$ cat config.mk
export PLATFORM = sky130hd
export DESIGN_NAME = dram_arbiter
export DESIGN_NICKNAME = d
export VERILOG_FILES = /design/src/rtl/dram_arbiter.sv
export SDC_FILE = /design/constraint.sdc
export NUM_CORES = 1
export LEC_CHECK = 0
export ABC_AREA = 1
export BUFFER_PORTS_ARGS = -buffer_cell sky130_fd_sc_hd__buf_2
export CELL_PAD_IN_SITES_DETAIL_PLACEMENT = 0
export CELL_PAD_IN_SITES_GLOBAL_PLACEMENT = 1
export CORE_MARGIN = 2
export CORE_UTILIZATION = 31
export CTS_CLUSTER_DIAMETER = 30
export DETAILED_ROUTE_END_ITERATION = 16
export PLACE_DENSITY = 0.84
export SKIP_CTS_REPAIR_TIMING = 1
export SYNTH_ARGS = -nofsm -noshare
export SYNTH_HDL_FRONTEND = slang
export SYNTH_SLANG_ARGS = --single-unit
$ cat constraint.sdc
create_clock -name CLK -period 2.1 [get_ports CLK]
set_clock_uncertainty 0.1 [all_clocks]
set_input_delay 0.105 -clock CLK [delete_from_list [all_inputs] [get_ports CLK]]
set_output_delay 0.105 -clock CLK [all_outputs]
set_load 0.02 [all_outputs]
$ cat src/rtl/dram_arbiter.sv
// dram_arbiter
//   Serialises data-memory accesses from NCORES cores onto one single-port
//   synchronous DRAM (read data appears the cycle after the address is
//   sampled). Grants rotate round-robin; each transaction walks
//   IDLE -> ACCESS -> CAPTURE -> ACK and pulses acq[g] once in ACK.
//
// Ports
//   CLK           system clock, rising edge
//   rst           synchronous active-high reset
//   Mem_Ctrl_bus  per-core control nibble (bit0 read req, bit1 write req)
//   DAddress_bus  per-core data address
//   Ddout_bus     per-core write data
//   Ddin_bus      per-core read-data registers
//   acq           per-core one-cycle completion pulse
//   mem_address   DRAM address
//   mem_data      DRAM write data
//   mem_wren      DRAM write enable
//   mem_q         DRAM read data
//   busy          high whenever a transaction is in flight
module dram_arbiter #(
  parameter int NCORES = 2,
  parameter int AW     = 8,
  parameter int DW     = 8
) (
  input  logic                 CLK,
  input  logic                 rst,
  input  logic [4*NCORES-1:0]  Mem_Ctrl_bus,
  input  logic [AW*NCORES-1:0] DAddress_bus,
  input  logic [DW*NCORES-1:0] Ddout_bus,
  output logic [DW*NCORES-1:0] Ddin_bus,
  output logic [NCORES-1:0]    acq,
  output logic [AW-1:0]        mem_address,
  output logic [DW-1:0]        mem_data,
  output logic                 mem_wren,
  input  logic [DW-1:0]        mem_q,
  output logic                 busy
);

  localparam int IW = (NCORES > 1) ? $clog2(NCORES) : 1;

  typedef enum logic [1:0] {IDLE, ACCESS, CAPTURE, ACK} state_t;

  state_t            state_reg, state_next;
  logic [IW-1:0]     grant_reg;
  logic [IW-1:0]     rr_last_reg;
  logic              op_write_reg;
  logic [AW-1:0]     addr_reg;
  logic [DW-1:0]     wdata_reg;
  logic [DW-1:0]     ddin_reg [NCORES];

  logic [NCORES-1:0] req;
  logic [NCORES-1:0] core_wr;
  logic [AW-1:0]     core_addr  [NCORES];
  logic [DW-1:0]     core_wdata [NCORES];

  logic              any_req;
  logic [IW-1:0]     pick;

  // Unpack the flat per-core buses.
  generate
    for (genvar gi = 0; gi < NCORES; gi++) begin : g_core
      assign req[gi]        = Mem_Ctrl_bus[4*gi+1] | Mem_Ctrl_bus[4*gi];
      assign core_wr[gi]    = Mem_Ctrl_bus[4*gi+1];
      assign core_addr[gi]  = DAddress_bus[AW*gi +: AW];
      assign core_wdata[gi] = Ddout_bus[DW*gi +: DW];
      assign Ddin_bus[DW*gi +: DW] = ddin_reg[gi];
    end
  endgenerate

  // Round-robin pick: scan rr_last+1, rr_last+2, ... modulo NCORES.
  // The loop runs from the farthest offset down so the nearest requester
  // is the last (winning) assignment.
  always_comb begin
    logic [IW:0]   sum;
    logic [IW-1:0] idx;
    any_req = 1'b0;
    pick    = '0;
    sum     = '0;
    idx     = '0;
    for (int off = NCORES; off >= 1; off--) begin
      sum = {1'b0, rr_last_reg} + (IW+1)'(off);
      if (sum >= (IW+1)'(NCORES)) sum = sum - (IW+1)'(NCORES);
      idx = sum[IW-1:0];
      if (req[idx]) begin
        any_req = 1'b1;
        pick    = idx;
      end
    end
  end

  always_comb begin
    state_next = state_reg;
    case (state_reg)
      IDLE:    if (any_req) state_next = ACCESS;
      ACCESS:  state_next = CAPTURE;
      CAPTURE: state_next = ACK;
      ACK:     state_next = IDLE;
      default: state_next = IDLE;
    endcase
  end

  // Outputs. The DRAM bus mirrors the latched request, so it holds its
  // last value outside ACCESS. Write enable and acq are masked by rst so
  // a reset landing mid-transaction neither writes the DRAM nor acks.
  always_comb begin
    acq = '0;
    if (state_reg == ACK && !rst) acq[grant_reg] = 1'b1;
  end

  assign mem_wren    = (state_reg == ACCESS) && op_write_reg && !rst;
  assign mem_address = addr_reg;
  assign mem_data    = wdata_reg;
  assign busy        = (state_reg != IDLE);

  always_ff @(posedge CLK) begin
    if (rst) begin
      state_reg    <= IDLE;
      grant_reg    <= '0;
      rr_last_reg  <= IW'(NCORES-1);
      op_write_reg <= 1'b0;
      addr_reg     <= '0;
      wdata_reg    <= '0;
      for (int i = 0; i < NCORES; i++) ddin_reg[i] <= '0;
    end else begin
      state_reg <= state_next;
      if (state_reg == IDLE && any_req) begin
        grant_reg    <= pick;
        addr_reg     <= core_addr[pick];
        wdata_reg    <= core_wdata[pick];
        op_write_reg <= core_wr[pick];
      end
      // mem_q is valid during CAPTURE for the address driven in ACCESS.
      if (state_reg == CAPTURE && !op_write_reg) ddin_reg[grant_reg] <= mem_q;
      if (state_reg == ACK) rr_last_reg <= grant_reg;
    end
  end

endmodule

======== Word level (Yosys, flattened, before mapping) ========
Memory sizes are Yosys's and may differ from the RTL's.
Index checks and enable logic that the tools add are counted.
cells by class
  multiplexer cells ....................... 31
  bitwise logic cells ..................... 3
  $lt $le $gt $ge ......................... 8
  equal/unequal tests ..................... 4
  add/subtract/negate cells ............... 4
  reduce and logical (&&, ||, !) cells .... 11
operator list
  kind                   number
  $mux W8                7
  $mux W1                20
  $lt A1 B2 Y1 const B   4
  $pmux W2 S4            1
  $reduce_or A8 Y1       1
  $ge A2 B2 Y1 const B   3
  $logic_and A1 B1 Y1    6
  $eq A2 B2 Y1 const B   2
  $mux W2                2
  $add A1 B1 Y2 const B  1
  $add A1 B2 Y2 const B  1
  $eq A2 B1 Y1 const B   1
  $logic_not A1 Y1       2
  $logic_not A2 Y1       1
  $ne A2 B2 Y1 const B   1
  $not A1 Y2             1
  $or A1 B1 Y1           2
  $reduce_bool A2 Y1     1
  $sub A1 B1 Y1 const B  2
  $demux W1 S1           1
  $ge A1 B1 Y1 const B   1
word-level totals
  logic and storage cells ................. 68
  memories kept ........................... 1
  RAM bits ................................ 16
  flip-flop bits (word level) ............. 21
  output and inout bits ................... 36
  input bits .............................. 50
memory list
  memory    depth  bits a word  read ports  clocked after memory_dff  wr ports  RTL line  text
  ddin_reg  2      8            2           0                         2         49        logic [DW-1:0] ddin_reg [NCORES];

======== Logic depth before layout (Yosys ltp) ========
Gate-level depths: netlist of run 1.
  word-level depth ........................ 11
  mapped depth ............................ 9
  mapped depth without buffers ............ 8

======== Least setup slack after synthesis of run 1 ========
No wires, ideal clock.
  kind .................................... reg-to-reg
  from .................................... register state_reg[0]
  to ...................................... memory ddin_reg[0][0] (enable)
  period minus slack after synthesis ...... 1.529 ns
  path buffers ............................ 0
  data arrival time ....................... 1.100 ns
  setup time .............................. 0.329 ns
  required time ........................... 1.671 ns
  cell stages (with the launch flop) ...... 5
  setup slack ............................. 0.571 ns
  cell sequence ........................... dfxtp_1 -> inv_1 -> ha_1 -> nand4_1 -> nand2_1
RTL lines
  element                 RTL line  text
  start, declared         43        state_t state_reg, state_next;
  start signal, assigned  125       state_reg <= state_next;
  end, declared           49

======== Worst setup path in the final report of run 1 ========
  from .................................... register state_reg[1]
  to ...................................... register wdata_reg[6], in the netlist mem_data[6]
on the way
  cells in the longest elaborated chain, start to end .. 2
RTL lines
  element               RTL line  text
  $logic_not A2 Y1      126       if (state_reg == IDLE && any_req) begin
  $logic_and A1 B1 Y1   126
  end signal, assigned  129       wdata_reg <= core_wdata[pick];
  end, declared         48        logic [DW-1:0] wdata_reg;
Every way passes these cells.
A chain may end at the register's enable or synchronous reset.

==> impl_metrics.json, run 1 <==
{
  "place_congestion": 0.764,
  "critPathTopFamily": "buffers and inverters",
  "num_antenna_cells": 0,
  "setup_ws_ns": 0.517,
  "die_x_um": 79.5,
  "synth.distinct_cells": 22,
  "placed_cell_area_um2": 2250,
  "portBuffers": 81,
  "rsz0062_at_grt": "no",
  "hold_path_class": "in -> reg",
  "finalMaxSlewViolations": 0,
  "drc_errors": 0,
  "dr.first_iter.drc_count": 42,
  "largest_reg_flops": 16,
  "num_vias": 1643,
  "fmax_mhz": 632,
  "reg2reg_from": "state_reg[1]",
  "rrSetupSlack_ns": 0.52,
  "layout-drive-gt1-share_pct": 31.8,
  "cts_max_level": 2,
  "cellPowerDensity_nw_per_um2": 1140,
  "start_util_pct": 32.1,
  "syn_to_final_growth_pct": 34.8,
  "worstPathCellList": "inv_1 > ha_1 > inv_1 > a21oi_4 > buf_12 > nand3_1 > nand2_1 > inv_1",
  "clk_path_buf_depth": 2,
  "syn-num-nets": 280,
  "nNetsFinal": 364,
  "critPathSlowestCell": "dfxtp_1",
  "ys_ff_latch": 37,
  "min_from": "DAddress_bus[4]",
  "io_pins": 86,
  "fin_crit_ns": 1.58,
  "antenna_found_initial": 0,
  "final_common_cell": "buf_2",
  "holdWs_ns": -0.00195,
  "setup_viol": 0,
  "clock_latency_ns": 0.29,
  "synth_cells": 226,
  "clock-sinks": 37,
  "clkTransAtPathRegs_ns": 0.07,
  "ys_seq_area_share_pct": 51.0,
  "tightest_slew_ns": 0.488,
  "synth_top_cell_by_area": "edfxtp_1",
  "syn_area_per_cell_um2": 7.82,
  "dpl.hpwl_um": 2970,
  "avgViaCountPerCell": 4.29,
  "die_y_um": 79.5,
  "violations": "negative hold slack",
  "ys_warn_count": 0,
  "p_leak_nw": 1.32,
  "finalHoldViolations": 4,
  "finalWirelength_um": 3990,
  "dp_slack_ns": 0.518,
  "slew_headroom_pct": 67.4,
  "grt_max_degree": 29,
  "required_ns": 2.19,
  "clock-root-buffer": "clkbuf_8",
  "drt-pass1-iter-count": 4,
  "finalCritPeriodShare_pct": 75.4,
  "synth_enable_flop_cells": 16,
  "cts_tree": "yes",
  "numCtsBuffers": 5,
  "critPathCaptureType": "register",
  "cp_max_fo": 28,
  "synth_area_um2": 1770,
  "die-area_um2": 6320,
  "most-common-layout-cells": "81 x buf_2, 53 x nor2_1, 43 x nand2_1",
  "critPathLaunchType": "register",
  "postRouteAntennaNets": 0,
  "ir_drop_uv": 539,
  "ys.flop_type": "dfxtp_1",
  "grtUsageTotal_pct": 13.5,
  "synth_top_area_share_pct": 27.2,
  "fp-row-count": 27,
  "arrival_ns": 1.68,
  "crit_buf_inv": 4,
  "cap_violations": 0,
  "grt.overflow.total": 0,
  "grt_pass1_wl_um": 6670,
  "grt_pass1_vias": 1512,
  "final_area_um2": 2380,
  "coreArea_um2": 5510,
  "wl_per_cell_um": 10.4,
  "status": "finished with violations",
  "slowest_delay_ns": 0.33,
  "cpMostUsedCell": "inv_1",
  "path_class": "reg -> reg",
  "synth_area_leaders": "edfxtp_1 27%, dfxtp_1 24%, nor2_1 11%",
  "async_reset_ff_share_pct": 0,
  "tns_ns": 0,
  "timing.critical_path.from": "state_reg[1]"
}
tightest hold or removal path, stage by stage:
cell     delay [ns]
buf_2          0.07
nand2_1        0.04
nand3_1        0.06
nand2_1        0.05
inv_1          0.04
stage by stage:
| stage | cells | util, % | total power (W) | hold WS [ns] |
|---|---|---|---|---|
| 6_report | 383 | 43.3 | 0.00271 | -0.00195 |
| 5_1_grt | 383 | 43.3 | 0.00293 | 0.00362 |
| 4_1_cts | 383 | 43.3 | 0.00276 | -0.0174 |
| 3_5_place_dp | 375 | 40.8 | 0.00202 | 0.296 |
| 3_3_place_gp | 375 | 40.8 | 0.00201 | 0.291 |
| 2_1_floorplan | 226 | - | 0.00173 | 0.169 |
worst paths after layout:
path | end | cells past startpoint
setup reg to reg | mem_data[6] | 8
hold / removal | mem_address[4] | 5
setup / recovery | mem_data[6] | 8
hold reg to reg | grant_reg | 2
Yosys cell counts, types with 2 or more instances:
master	n
nand3_1	33
edfxtp_1	16
nor2_1	53
buf_2	3
dfxtp_1	21
buf_4	2
o21ai_0	3
inv_1	31
nand2_1	43
buf_6	2
a21oi_1	4
ha_1	4
nand4_1	2
routing by layer:
layer	track usage, %	up-vias	share of wire, %
met1	16.0	699	43
met4	4.66	0	1.3
met5	0	-	0
met3	6.33	7	11
li1	-	875	-
met2	21.5	62	44
power by group:
| group | total, W | internal [W] | switching [W] |
|---|---|---|---|
| clock | 0.000728 | 0.000472 | 0.000256 |
| combinational | 0.000993 | 0.000354 | 0.000640 |
| sequential | 0.000992 | 0.000918 | 0.0000740 |
| total | 0.00271 | 0.00174 | 0.000970 |
cell families (layout without fill, tap and decap cells):
kind of cell,after synthesis,after routing,synth area share [%]
and+or+nand+nor,134,134,31.8
buffers and inverters,41,126,10.2
AOI/OAI and AO/OA,10,10,4.18
DFF,37,37,51.0
adders and majority gates,4,4,2.83
area by class of cell:
cell class / count / area (um2)
fill: 583 / 3120
sequential: 37 / 901
timing repair buffer: 85 / 448
clock buffer: 5 / 68.8
inverter: 33 / 124
tap: 72 / 90.1
multi-input combinational: 148 / 686
clock inverter: 3 / 65.1
Note: power is estimated with default switching activity, not from simulation.
==> run 2: changes to the inputs <==
Clock period 2.1 ns to 1.6 ns, I/O delays scaled along.
==> impl_metrics.json, run 2 (synthesis gave the netlist of run 1 again) <==
{
  "io_pins": 86,
  "drt-pass1-iter-count": 4,
  "grt_pass1_wl_um": 6480,
  "final_core_util_pct": 44.3,
  "die_y_um": 79.5,
  "largest_reg_flops": 16,
  "drc_errors": 0,
  "dp_cells": 376,
  "finalMaxSlewViolations": 0,
  "start_util_pct": 32.1,
  "layout-drive-gt1-share_pct": 33.9,
  "cts_tree": "yes",
  "coreArea_um2": 5510,
  "p_int_w": 0.00223,
  "clk_path_buf_depth": 2,
  "p_clk_share_pct": 18.6,
  "finalWirelength_um": 4250,
  "reg2reg_from": "state_reg[0]",
  "fp-row-count": 27,
  "nNetsFinal": 369,
  "avgViaCountPerCell": 4.33,
  "ir_drop_uv": 541,
  "slew_headroom_pct": 67.8,
  "placed_cell_area_um2": 2260,
  "num_antenna_cells": 0,
  "final_common_cell": "buf_2",
  "final_cells": 388,
  "grtUsageTotal_pct": 13.0,
  "critPathCaptureType": "register",
  "combPwrFrac_pct": 44.7,
  "sequentialPowerShare_pct": 36.7,
  "critPathLaunchType": "register",
  "die_x_um": 79.5,
  "fmax_mhz": 669,
  "cts_max_level": 2,
  "grt.overflow.total": 0,
  "cellPowerDensity_nw_per_um2": 1460,
  "antenna_found_initial": 0,
  "power_switching_w": 0.00133,
  "p_sw_share_pct": 37.3,
  "most-common-layout-cells": "81 x buf_2, 53 x nor2_1, 42 x nand2_1",
  "clock_latency_ns": 0.28,
  "cp_max_fo": 7,
  "portBuffers": 81,
  "numCtsBuffers": 5,
  "holdWs_ns": -0.0247,
  "final_area_um2": 2440,
  "clock-sinks": 37,
  "path_class": "reg -> reg",
  "clock-root-buffer": "clkbuf_8",
  "min_from": "DAddress_bus[2]",
  "place_congestion": 0.781,
  "die-area_um2": 6320,
  "arrival_ns": 1.59,
  "num_vias": 1680,
  "finalHoldViolations": 16,
  "dr.first_iter.drc_count": 50,
  "wl_per_cell_um": 11.0,
  "setup_viol": 0,
  "cap_violations": 0,
  "dpl.hpwl_um": 3000,
  "clkTransAtPathRegs_ns": 0.07,
  "p_leak_nw": 1.34,
  "fin_crit_ns": 1.49,
  "tightest_slew_ns": 0.481,
  "postRouteAntennaNets": 0,
  "grt_max_degree": 29,
  "status": "finished with violations",
  "syn_to_final_growth_pct": 38.0,
  "grt_pass1_vias": 1538,
  "violations": "negative hold slack",
  "finalCritPeriodShare_pct": 93.4,
  "hold_path_class": "in -> reg",
  "required_ns": 1.69,
  "timing.critical_path.from": "state_reg[0]"
}
## run 2: final timing paths
kind	slack [ns]	to	cells past startpoint
max	0.11	mem_address[4]	9
min reg2reg	0.42	grant_reg	2
max reg2reg	0.11	mem_address[4]	9
min	-0.02	mem_address[2]	5
## run 2: stage by stage
stage          power, W  setup TNS, ns  hold slack (ns)  worst slack, ns
2_1_floorplan   0.00227              0            0.144           0.0714
5_1_grt         0.00384        -0.0257          0.00434         -0.00600
3_5_place_dp    0.00266              0            0.270           0.0927
6_report        0.00357              0          -0.0247            0.106
4_1_cts         0.00335              0          -0.0372           0.0939
3_3_place_gp    0.00265              0            0.264           0.0933
## run 2: cell type report
cell class,instances,area [um2]
fill,575,3070
sequential,37,903
multi-input combinational,148,691
timing repair buffer,90,541
inverter,33,124
clock buffer,8,90.1
tap,72,90.1
## run 2: critical path: stages, from the launching register on
cell and delay, ns:
dfxtp_2 0.34, inv_1 0.09, ha_2 0.22, inv_2 0.06, a21oi_4 0.13, buf_12 0.14
clkbuf_16 0.14, nand3_1 0.07, nand2_1 0.07, inv_1 0.03
## run 2: per-layer routing
layer / GRT usage [%] / up-vias / share of wire (%)
met4: 4.66 / 0 / 1.3
met1: 14.8 / 728 / 45
met2: 21.9 / 62 / 44
li1: - / 884 / -
met3: 5.09 / 6 / 9.0
met5: 0 / - / 0
## run 2: power by group through the flow
stage	clock network [W]	logic, W	registers, W
final	0.000665	0.00159	0.00131
after global placement	0	0.00133	0.00132
after floorplan	0	0.000739	0.00154
after CTS	0.000698	0.00134	0.00131
after detailed placement	0	0.00134	0.00133
after global routing	0.000715	0.00179	0.00133
==> run 3: changes to the inputs <==
Settings changed: BUFFER_PORTS_ARGS -buffer_cell sky130_fd_sc_hd__buf_2 to -buffer_cell sky130_fd_sc_hd__buf_4.
==> impl_metrics.json, run 3 (synthesis gave the netlist of run 1 again) <==
{
  "status": "finished with violations",
  "violations": "negative hold slack",
  "die-area_um2": 6320,
  "clkTransAtPathRegs_ns": 0.07,
  "critPathLaunchType": "register",
  "avgViaCountPerCell": 4.24,
  "arrival_ns": 1.60,
  "finalWirelength_um": 4330,
  "grt_pass1_wl_um": 6760,
  "place_congestion": 0.746,
  "tightest_slew_ns": 0.482,
  "slew_headroom_pct": 67.7,
  "hold_path_class": "in -> reg",
  "final_common_cell": "buf_4",
  "required_ns": 1.69,
  "cts_tree": "yes",
  "grt_pass1_vias": 1543,
  "setup_viol": 0,
  "finalCritPeriodShare_pct": 94.6,
  "grt_max_degree": 29,
  "num_vias": 1646,
  "numCtsBuffers": 5,
  "grt.overflow.total": 0,
  "cpMostUsedCell": "inv_1",
  "syn_to_final_growth_pct": 48.7,
  "num_antenna_cells": 0,
  "setup_ws_ns": 0.0862,
  "slowest_delay_ns": 0.34,
  "critPathCaptureType": "register",
  "grtUsageTotal_pct": 13.4,
  "worstPathCellList": "inv_2 > ha_4 > inv_1 > a21oi_4 > clkbuf_16 > nand3_1 > nand2_1 > inv_1",
  "drt-pass1-iter-count": 4,
  "fin_crit_ns": 1.51,
  "cap_violations": 0,
  "finalMaxSlewViolations": 0,
  "most-common-layout-cells": "85 x buf_4, 53 x nor2_1, 42 x nand2_1",
  "dpl.hpwl_um": 3120,
  "dr.first_iter.drc_count": 53,
  "fp-row-count": 27,
  "fill_cells": 563,
  "antenna_found_initial": 0,
  "wl_per_cell_um": 11.2,
  "fmax_mhz": 661,
  "clk_path_buf_depth": 2,
  "die_y_um": 79.5,
  "cellPowerDensity_nw_per_um2": 1360,
  "cp_max_fo": 14,
  "finalHoldViolations": 14,
  "ir_drop_uv": 529,
  "nNetsFinal": 369,
  "p_leak_nw": 1.39,
  "die_x_um": 79.5,
  "crit_buf_inv": 4,
  "postRouteAntennaNets": 0,
  "critPathSlowestCell": "dfxtp_1",
  "layout-drive-gt1-share_pct": 33.2,
  "coreArea_um2": 5510,
  "drc_errors": 0,
  "cts_max_level": 2,
  "path_class": "reg -> reg",
  "largest_reg_flops": 16,
  "holdWs_ns": -0.0217,
  "clock-sinks": 37,
  "clock-root-buffer": "clkbuf_8",
  "portBuffers": 81,
  "clock_latency_ns": 0.28,
  "start_util_pct": 32.1,
  "dp_slack_ns": 0.0813,
  "critPathTopFamily": "buffers and inverters",
  "io_pins": 86
}
[run 3: cell count changes in the layout (fill, tap and decap cells not counted), sizes merged]
cell,before,now
clkbuf,10,7
clkinv,1,4
buf,88,86
dlygate4sd3,0,2
[run 3: layout make-up]
type	count	area [um2]	area share, %
clock buffers	5	68.8	2.62
clock inverters	3	12.5	0.476
inverters	33	124	4.72
multi-input cells	148	701	26.7
flip-flops and latches	37	902	34.3
well taps	72	90.1	3.43
repair buffers	90	728	27.7
[run 3: worst paths after layout]
kind | slack [ns] | endpoint | start | depth (start not counted)
min | -0.02 | mem_address[7] | DAddress_bus[7] | 5
max reg2reg | 0.09 | mem_address[5] | state_reg[0] | 8
max | 0.09 | mem_address[5] | state_reg[0] | 8
min reg2reg | 0.42 | state_reg[1] | state_reg[1] | 2
[run 3: metal layers]
metal	track usage, %	part of all wire [%]	vias up	routed length (um)
met3	5.20	8.2	2	355
met1	16.5	46	703	1980
met4	3.10	0.44	0	19
met5	0	0	-	0
met2	22.1	46	57	1980
li1	-	-	884	-
[run 3: stage by stage]
stage               area [um2]  setup TNS (ns)  total power, W  util (%)  std cells
floorplan                 1770               0         0.00227         -        226
global placement          2460               0         0.00280      44.6        376
detailed placement        2460               0         0.00281      44.6        376
CTS                       2540               0         0.00343      46.1        384
global route              2630          -0.125         0.00385      47.7        388
finish                    2630               0         0.00357      47.7        388
[run 3: power breakdown]
part	switching, W	leakage (nW)	internal [W]
Sequential	0.000110	0.340	0.00121
Clock	0.000316	0.0430	0.000293
Combinational	0.000904	1.01	0.000737
[run 3: worst min-delay path, stage by stage]
cell,delay [ns]
buf_4,0.07
nand2_1,0.04
nand3_1,0.05
nand2_1,0.05
inv_1,0.04
